File: config.mk
export PLATFORM = sky130hd
export DESIGN_NAME = ofmap_drain_flat
export DESIGN_NICKNAME = d
export VERILOG_FILES = /design/src/rtl/ofmap_drain_if.sv /design/src/rtl/ofmap_drain.sv /design/src/flat_wrapper.sv
export SDC_FILE = /design/constraint.sdc
export NUM_CORES = 1
export LEC_CHECK = 0
export ABC_CLOCK_PERIOD_IN_PS = 7480
export CAP_MARGIN = 20
export CORE_MARGIN = 5
export CORE_UTILIZATION = 41
export DETAILED_ROUTE_END_ITERATION = 10
export PLACE_DENSITY = 0.78
export SYNTH_ARGS = -nofsm -noshare
export SYNTH_HDL_FRONTEND = slang
export SYNTH_SLANG_ARGS = --single-unit
export TNS_END_PERCENT = 1
File: constraint.sdc
create_clock -name clk -period 7.48 [get_ports clk]
set_clock_uncertainty 0.15 [all_clocks]
set_input_delay 0.748 -clock clk [delete_from_list [all_inputs] [get_ports clk]]
set_output_delay 0.748 -clock clk [all_outputs]
set_load 0.005 [all_outputs]
File: src/rtl/ofmap_drain_if.sv
// Handshake and map bus between the output-feature-map accumulator, the drain and its consumer.
// The master modport is the drain side. The slave modport is the environment side.
interface ofmap_drain_if #(
  parameter int DW       = 16,
  parameter int OW       = 8,
  parameter int OUT_SIZE = 25,
  parameter int IDXW     = 8
);
  logic                   start;
  logic [OUT_SIZE*DW-1:0] map_in;
  logic                   acc_clear;
  logic                   busy;
  logic                   m_valid;
  logic                   m_ready;
  logic [OW-1:0]          m_data;
  logic [IDXW-1:0]        m_row;
  logic [IDXW-1:0]        m_col;
  logic                   m_last;
  logic                   done;

  modport master (
    input  start, map_in, m_ready,
    output acc_clear, busy, m_valid, m_data, m_row, m_col, m_last, done
  );

  modport slave (
    output start, map_in, m_ready,
    input  acc_clear, busy, m_valid, m_data, m_row, m_col, m_last, done
  );
endinterface

File: src/rtl/ofmap_drain.sv
// Snapshots the accumulated output map on start.
// It then streams ReLU'd, requantised, saturated words with (row,col) tags.
module ofmap_drain #(
  parameter int DW       = 16,
  parameter int OW       = 8,
  parameter int OUT_COLS = 5,
  parameter int OUT_SIZE = 25,
  parameter int IDXW     = 8,
  parameter int QSHIFT   = 4,
  parameter int RELU_EN  = 1
) (
  input  logic           clk,
  input  logic           rst,
  ofmap_drain_if.master  bus
);

  localparam int CNTW = (OUT_SIZE > 1) ? $clog2(OUT_SIZE) : 1;
  localparam logic [CNTW-1:0] LAST_IDX = CNTW'(OUT_SIZE - 1);
  localparam logic [IDXW-1:0] LAST_COL = IDXW'(OUT_COLS - 1);
  localparam logic signed [DW-1:0] SAT_MAX = DW'((1 << (OW - 1)) - 1);
  localparam logic signed [DW-1:0] SAT_MIN = ~SAT_MAX;

  typedef enum logic [1:0] {
    S_IDLE   = 2'd0,
    S_STREAM = 2'd1,
    S_DONE   = 2'd2
  } state_t;

  state_t                 state_q;
  logic [CNTW-1:0]        idx_q;
  logic [IDXW-1:0]        row_q;
  logic [IDXW-1:0]        col_q;
  logic signed [DW-1:0]   buf_q [OUT_SIZE];
  logic                   m_valid_q;
  logic signed [OW-1:0]   m_data_q;
  logic                   m_last_q;
  logic                   acc_clear_q;
  logic                   busy_q;
  logic                   done_q;

  logic [CNTW-1:0]        idx_nxt_s;
  logic signed [OW-1:0]   nxt_data_s;
  logic signed [OW-1:0]   first_data_s;
  logic                   hs_s;
  logic                   capture_s;

  function automatic logic signed [OW-1:0] requant(input logic signed [DW-1:0] x);
    logic signed [DW-1:0] y;
    logic signed [DW-1:0] z;
    y = ((RELU_EN != 0) && x[DW-1]) ? {DW{1'b0}} : x;
    z = y >>> QSHIFT;
    if (z > SAT_MAX) begin
      return SAT_MAX[OW-1:0];
    end else if (z < SAT_MIN) begin
      return SAT_MIN[OW-1:0];
    end else begin
      return z[OW-1:0];
    end
  endfunction

  // Processed value of the word after the current one, taken from the private snapshot
  always_comb begin
    idx_nxt_s    = idx_q + CNTW'(1);
    hs_s         = m_valid_q & bus.m_ready;
    capture_s    = (state_q == S_IDLE) & bus.start;
    first_data_s = requant(bus.map_in[DW-1:0]);
    if (idx_q == LAST_IDX) begin
      nxt_data_s = {OW{1'b0}};
    end else begin
      nxt_data_s = requant(buf_q[idx_nxt_s]);
    end
  end

  // Snapshot buffer; contents only matter after a capture, so no reset
  always_ff @(posedge clk) begin
    if (capture_s) begin
      for (int w = 0; w < OUT_SIZE; w++) begin
        buf_q[w] <= bus.map_in[w*DW +: DW];
      end
    end
  end

  // Drain FSM with all outputs registered
  always_ff @(posedge clk or posedge rst) begin
    if (rst) begin
      state_q     <= S_IDLE;
      idx_q       <= {CNTW{1'b0}};
      row_q       <= {IDXW{1'b0}};
      col_q       <= {IDXW{1'b0}};
      m_valid_q   <= 1'b0;
      m_data_q    <= {OW{1'b0}};
      m_last_q    <= 1'b0;
      acc_clear_q <= 1'b0;
      busy_q      <= 1'b0;
      done_q      <= 1'b0;
    end else begin
      case (state_q)
        S_IDLE: begin
          done_q <= 1'b0;
          if (bus.start) begin
            state_q     <= S_STREAM;
            idx_q       <= {CNTW{1'b0}};
            row_q       <= {IDXW{1'b0}};
            col_q       <= {IDXW{1'b0}};
            m_valid_q   <= 1'b1;
            m_data_q    <= first_data_s;
            m_last_q    <= (LAST_IDX == {CNTW{1'b0}});
            acc_clear_q <= 1'b1;
            busy_q      <= 1'b1;
          end else begin
            acc_clear_q <= 1'b0;
          end
        end
        S_STREAM: begin
          acc_clear_q <= 1'b0;
          if (hs_s) begin
            if (idx_q == LAST_IDX) begin
              state_q   <= S_DONE;
              m_valid_q <= 1'b0;
              m_last_q  <= 1'b0;
              done_q    <= 1'b1;
              idx_q     <= {CNTW{1'b0}};
              row_q     <= {IDXW{1'b0}};
              col_q     <= {IDXW{1'b0}};
            end else begin
              idx_q    <= idx_nxt_s;
              m_data_q <= nxt_data_s;
              m_last_q <= (idx_nxt_s == LAST_IDX);
              if (col_q == LAST_COL) begin
                col_q <= {IDXW{1'b0}};
                row_q <= row_q + IDXW'(1);
              end else begin
                col_q <= col_q + IDXW'(1);
              end
            end
          end
        end
        S_DONE: begin
          state_q <= S_IDLE;
          done_q  <= 1'b0;
          busy_q  <= 1'b0;
        end
        default: begin
          state_q     <= S_IDLE;
          m_valid_q   <= 1'b0;
          m_last_q    <= 1'b0;
          acc_clear_q <= 1'b0;
          busy_q      <= 1'b0;
          done_q      <= 1'b0;
        end
      endcase
    end
  end

  assign bus.acc_clear = acc_clear_q;
  assign bus.busy      = busy_q;
  assign bus.m_valid   = m_valid_q;
  assign bus.m_data    = m_data_q;
  assign bus.m_row     = row_q;
  assign bus.m_col     = col_q;
  assign bus.m_last    = m_last_q;
  assign bus.done      = done_q;

endmodule

File: src/flat_wrapper.sv
// flat-port wrapper written by rule: the top's interface ports become plain ports
module ofmap_drain_flat 
#(
  parameter int DW       = 16,
  parameter int OW       = 8,
  parameter int OUT_COLS = 5,
  parameter int OUT_SIZE = 25,
  parameter int IDXW     = 8,
  parameter int QSHIFT   = 4,
  parameter int RELU_EN  = 1
)
  (clk, rst, bus_start, bus_map_in, bus_m_ready, bus_acc_clear, bus_busy, bus_m_valid, bus_m_data, bus_m_row, bus_m_col, bus_m_last, bus_done);
  ofmap_drain_if #(.DW(DW), .OW(OW), .OUT_SIZE(OUT_SIZE), .IDXW(IDXW)) bus_i ();
  input  logic clk;
  input  logic rst;
  input wire logic [$bits(bus_i.start)-1:0] bus_start;
  input wire logic [$bits(bus_i.map_in)-1:0] bus_map_in;
  input wire logic [$bits(bus_i.m_ready)-1:0] bus_m_ready;
  output wire logic [$bits(bus_i.acc_clear)-1:0] bus_acc_clear;
  output wire logic [$bits(bus_i.busy)-1:0] bus_busy;
  output wire logic [$bits(bus_i.m_valid)-1:0] bus_m_valid;
  output wire logic [$bits(bus_i.m_data)-1:0] bus_m_data;
  output wire logic [$bits(bus_i.m_row)-1:0] bus_m_row;
  output wire logic [$bits(bus_i.m_col)-1:0] bus_m_col;
  output wire logic [$bits(bus_i.m_last)-1:0] bus_m_last;
  output wire logic [$bits(bus_i.done)-1:0] bus_done;
  assign bus_i.start = bus_start;
  assign bus_i.map_in = bus_map_in;
  assign bus_i.m_ready = bus_m_ready;
  assign bus_acc_clear = bus_i.acc_clear;
  assign bus_busy = bus_i.busy;
  assign bus_m_valid = bus_i.m_valid;
  assign bus_m_data = bus_i.m_data;
  assign bus_m_row = bus_i.m_row;
  assign bus_m_col = bus_i.m_col;
  assign bus_m_last = bus_i.m_last;
  assign bus_done = bus_i.done;
  ofmap_drain #(.DW(DW), .OW(OW), .OUT_COLS(OUT_COLS), .OUT_SIZE(OUT_SIZE), .IDXW(IDXW), .QSHIFT(QSHIFT), .RELU_EN(RELU_EN)) u_core (.clk(clk), .rst(rst), .bus(bus_i));
endmodule
* Yosys cells after proc, flatten, opt, wreduce, memory -nomap -nowiden
Memory sizes are Yosys's and may differ from the RTL's. Index checks and enable logic that the tools add are counted.
Operators by class: reductions and logical operators 10, magnitude comparators 4, mux-type cells 43, eq/ne operators 10, add/subtract/negate cells 3, bitwise operators 4
Operators with widths (number):
- 8-bit two-way mux | 14
- 8-bit one-hot mux with 2 select lines | 3
- 15-bit two-way mux | 2
- 12-bit by 8-bit > comparator with 1-bit output, second input constant | 2
- 12-bit by 8-bit less-than comparator with 1-bit output, second input constant | 2
- 8-bit by 1-bit adder with 8-bit output, second input constant | 2
- 5-bit two-way mux | 3
- 1-bit two-way mux | 12
- 4-bit AND reduction | 3
- 5-bit equality test, second input constant | 2
- 5-bit one-hot mux with 2 select lines | 1
- 3-bit AND reduction | 3
- 8-bit by 3-bit equality test with 1-bit output, second input constant | 1
- 2-bit two-way mux | 3
- 1-bit one-hot mux with 3 select lines | 2
- 5-bit by 1-bit adder with 5-bit output, second input constant | 1
- 2-bit by 1-bit != test with 1-bit output, second input constant | 2
- 2-bit != test, second input constant | 2
- 1-bit one-hot mux with 2 select lines | 2
- 2-bit one-hot mux with 2 select lines | 1
- 2-bit AND reduction | 2
- 3-bit by 1-bit != test with 1-bit output, second input constant | 1
- 1-bit AND | 2
- 2-bit by 1-bit equality test with 1-bit output, second input constant | 1
- other kinds (4) | 5
Storage, ports and cells: output and inout port bits 29, word-level logic and storage cells 85, register bits after elaboration 36, bits in writable memories 400, memories 1
Memory list:
- u_core.buf_q | words 25, width 16, read ports 1, clocked after memory_dff 0, wr ports 25, line ofmap_drain.sv:33 | logic signed [DW-1:0] buf_q [OUT_SIZE];

* Longest topological paths before layout
An unclocked memory read counts as a cell.
word-level depth 9, depth in mapped cells 11, mapped depth without buffers 8

* Worst setup path after synthesis
OpenSTA, ideal clock, no wires.
path type input to register, from in bus_start, to mem u_core.buf_q[0][10] (enable), path slack -180 ps, data arrival time 6860 ps, stages 3, required time 6680 ps, setup time 650 ps, path buffers 0, path through nor2b_1 > nand2b_1 > inv_1
RTL lines:
- start, declared | line flat_wrapper.sv:16 | input wire logic [$bits(bus_i.start)-1:0] bus_start;
- end, declared | line ofmap_drain.sv:33

* Final worst setup path
from reg u_core.idx_q[0], to reg u_core.m_data_q[0], in the netlist u_core.bus.m_data[0]
Between the ends: longest elaborated chain between the ends 9
RTL lines:
- start, declared | line ofmap_drain.sv:30 | logic [CNTW-1:0] idx_q;
- start signal, assigned | line ofmap_drain.sv:87 | idx_q <= {CNTW{1'b0}};
- start signal, assigned | line ofmap_drain.sv:102 | idx_q <= {CNTW{1'b0}};
- start signal, assigned | line ofmap_drain.sv:122 | idx_q <= {CNTW{1'b0}};
- 5-bit by 1-bit adder with 5-bit output | line ofmap_drain.sv:63 | idx_nxt_s = idx_q + CNTW'(1);
- memory 25 x 16 bit
- 15-bit two-way mux | line ofmap_drain.sv:50 | y = ((RELU_EN != 0) && x[DW-1]) ? {DW{1'b0}} : x;
- 12-bit by 8-bit less-than comparator with 1-bit output | line ofmap_drain.sv:54 | end else if (z < SAT_MIN) begin
- 8-bit two-way mux | line ofmap_drain.sv:54
- 8-bit two-way mux | line ofmap_drain.sv:52 | if (z > SAT_MAX) begin
- 8-bit two-way mux | line ofmap_drain.sv:117 | if (idx_q == LAST_IDX) begin
- 8-bit two-way mux | line ofmap_drain.sv:116 | if (hs_s) begin
- 8-bit one-hot mux with 2 select lines | line ofmap_drain.sv:97 | case (state_q)
- end signal, assigned | line ofmap_drain.sv:91 | m_data_q <= {OW{1'b0}};
- end signal, assigned | line ofmap_drain.sv:106 | m_data_q <= first_data_s;
- end signal, assigned | line ofmap_drain.sv:127 | m_data_q <= nxt_data_s;
- end, declared | line ofmap_drain.sv:35 | logic signed [OW-1:0] m_data_q;
Parallel ways exist; a longest one is shown, timed or not. The select of a mux whose other input is x is not followed. A chain may end at the register's enable or synchronous reset.

==> run metrics <==
outcome=complete, no violations; R2R Setup Slk=~3.7 ns; Worst path top cell family by delay=compound AO/OA/AOI/OAI gates; TritonCTS Buffers=36; Crit path top cell by count=o32ai_1; total clock sinks=336; Overall Global Routing Usage=between 10% and 20%; number of synthesized flops with an enable pin=300; DR pass1 iterations=5; final hold viol count=0; area growth from synthesis to layout=37.4%; first-pass GRT wire length=about 49000 um; max incr delay on CP=around 0.78 ns; Multi-input gate area=roughly 3000 um^2; VDD IR max=0.000213 V; cell count after synthesis=around 710; power density cells=312 nW/um^2; die width=~190 um; Max clock buf depth=3; die area=approximately 35000 um^2; Async SR Flop Fraction=between 10% and 20%; antenna-violating nets left=0; Via-to-Cell Ratio=roughly 5.2; CP Launch Type=register; Final #Nets=roughly 1500; Total Neg Setup Slack=0 ns; fillers=2374; Worst-Skew Late Latency=around 0.5 ns; worst path cell trace=inv_2 > ha_4 > buf_4 > nand2b_1 > o32ai_1 > o32ai_1 > nor4_1 > a311o_1 > a21oi_1; Max-Cap Viols=0; Post-CTS Hold Buffers=0; Worst-Margin Slew=0.951 ns; crit path buf inv count=2; # IOs=between 400 and 500; Final HPWL DP=about 25000 um; Post-CTS Resized=0; Clk pin slew, worst setup/hold paths=around 0.060 ns; Max FO, Critical Path=44; PortBufs=approximately 330; Crit Path Class=reg -> reg; register area share after synthesis=around 76%; layout cells sized above 1=11.4%; fin. max-slew vios=0; Setup crit end kind=register; endpoints failing setup=0; CP Data Required Time=between 7 and 8 ns; H-tree level count=2; DR vias=about 7800; Cell variety after synth=54; Final Cycle Share=roughly half; GRT Residual Overflow=0; routed wire length=33600 um; register area=just under 10000 um^2; Mapped Nets=between 1000 and 1500; Most used DFF post-synth=edfxtp_1; antenna violations before repair=5; WL per Instance=about 22 um; Die Ht=188 um; row cnt=65; Root Buffer=clkbuf_16; leakage power=approximately 0.006 uW; RSZ-0062 raised after global routing=no; Crit path arrival time=about 4.0 ns; Critical Path Slowest Stage Cell=ha_4; dpl cells=between 1000 and 1500; post-CTS setup buffer count=0; largest net degree at the start of global routing=~130; pre-CTS WS=3.56 ns; TritonCTS clock tree=yes; DRT iter0 DRCs=501; Hold Crit Class=reg -> reg; synth warn=0; vias in the first global route=approximately 8400; Layout Cells excl Fill=1493; Cell Area, Synth=roughly 13000 um^2; post-route minimum period=3.76 ns; Slew HR=approximately 36%; Core Area=about 31000 um^2; placer's final routability congestion estimate=between 0.7 and 0.8; Avg Cell Area, Syn=around 18 um^2; fmax=approximately 270 MHz; #FFs+latches synth=roughly 340; drt drc=0; Initial Util=around 41%; Worst Slack Setup Final=around 3.7 ns
state kept, by name, summed over array words and instances, names as in the netlist:
name	cells
u_core.bus.m_col	8
u_core.buf_q	300
u_core.bus.m_row	8
u_core.state_q	2
u_core.bus.m_last	1
u_core.bus.acc_clear	1
u_core.bus.m_valid	1
u_core.idx_q	5
u_core.bus.m_data	8
u_core.bus.done	1
u_core.bus.busy	1
cells in the final DEF (no fill, tap or decap), drive strengths merged, types with 2 or more instances in the layout:
cell type,Yosys,final
o22ai,13,13
o32ai,9,9
inv,7,7
buf,18,9
a31oi,4,4
clkinvlp,0,2
o21ai,35,35
nand3,11,11
or3,3,3
mux2i,8,8
a22o,2,2
clkbuf,10,46
nand2b,7,7
nand2,38,38
edfxtp,300,300
dfrtp,36,36
nand4,6,6
nor2,41,41
xor2,10,10
a21oi,28,28
and3,2,2
diode,0,3
ha,6,6
or4,2,2
o31ai,4,4
xnor2,6,6
nor4,11,11
mux2,2,2
clkinv,0,14
nor2b,3,3
clkdlybuf4s50,0,332
nor3,22,22
mux4,53,53
cell type report:
| class | instances | area share [%] |
|---|---|---|
| clock buffers | 46 | 5.36 |
| multi-input cells | 341 | 16.6 |
| inverters | 7 | 0.168 |
| flip-flops and latches | 336 | 55.3 |
| repair buffers | 341 | 19.1 |
| diodes | 3 | 0.0419 |
| clock inverters | 17 | 0.629 |
| well taps | 402 | 2.81 |
stage by stage:
stage | utilization (%) | instance area [um^2] | hold slack, ns | total power, uW
final | 56.9 | 17900 | 0.333 | 5600
after global routing | 56.9 | 17900 | 0.371 | 5870
after CTS | 56.9 | 17900 | 0.342 | 5690
after detailed placement | 53.5 | 16800 | 0.329 | 4040
after global placement | 53.5 | 16800 | 0.323 | 4020
after floorplan | - | 13000 | 0.322 | 3330
path summary, 6_finish.rpt:
check | from | cells after the start | end
min | u_core.bus.m_last | 2 | u_core.bus.m_last
max reg2reg | u_core.idx_q[0] | 9 | u_core.bus.m_data[0]
min in group asynchronous | rst | 3 | u_core.bus.m_row[7]
max | u_core.idx_q[0] | 9 | u_core.bus.m_data[0]
min reg2reg | u_core.bus.m_last | 2 | u_core.bus.m_last
max in group asynchronous | rst | 3 | u_core.idx_q[0]
Yosys cell counts, types with 7 or more instances:
| cell type | number | area [um^2] |
|---|---|---|
| buf_2 | 11 | 55.1 |
| nor3_1 | 22 | 110 |
| nor2_1 | 41 | 154 |
| edfxtp_1 | 300 | 9010 |
| a21oi_1 | 28 | 140 |
| clkbuf_1 | 10 | 37.5 |
| dfrtp_1 | 36 | 901 |
| nand2_1 | 38 | 143 |
| mux2i_1 | 8 | 80.1 |
| o22ai_1 | 13 | 81.3 |
| o21ai_0 | 31 | 155 |
| nand3_1 | 10 | 50.1 |
| nor4_1 | 11 | 68.8 |
| mux4_2 | 53 | 1190 |
| nand2b_1 | 7 | 43.8 |
| xor2_1 | 8 | 70.1 |
| o32ai_1 | 9 | 78.8 |
per-layer routing:
layer	GRT usage [%]	vias to the layer above	share of wire, %
li1	-	3567	-
met1	21.7	3821	37
met2	33.1	347	52
met3	5.58	55	8.5
met4	4.90	6	2.2
met5	0	-	0.10
tightest hold or removal path, delay by kind of cell (launching register included):
family	cells	cell delay (ns)
compound gates	1	0.05
flops	1	0.34
simple gates	1	0.05
cell families (layout without fill, tap and decap cells):
| logic type | Yosys count | count (layout) | share of synthesized area, % |
|---|---|---|---|
| other | 0 | 3 | 0 |
| adders and majority gates | 6 | 6 | 0.576 |
| buffers and inverters | 35 | 411 | 1.34 |
| muxes | 63 | 63 | 9.95 |
| and+or+nand+nor | 150 | 150 | 5.49 |
| DFF | 336 | 336 | 76.0 |
| xor gates and xnor gates | 16 | 16 | 1.48 |
| AOI/OAI and AO/OA | 106 | 106 | 5.14 |
power breakdown:
group | leakage (uW) | internal [uW] | switching, uW
clock | 0.000526 | 942 | 691
combinational | 0.00227 | 834 | 909
sequential | 0.00315 | 2110 | 106
total | 0.00595 | 3890 | 1710
Note: power is estimated with default switching activity, not from simulation.
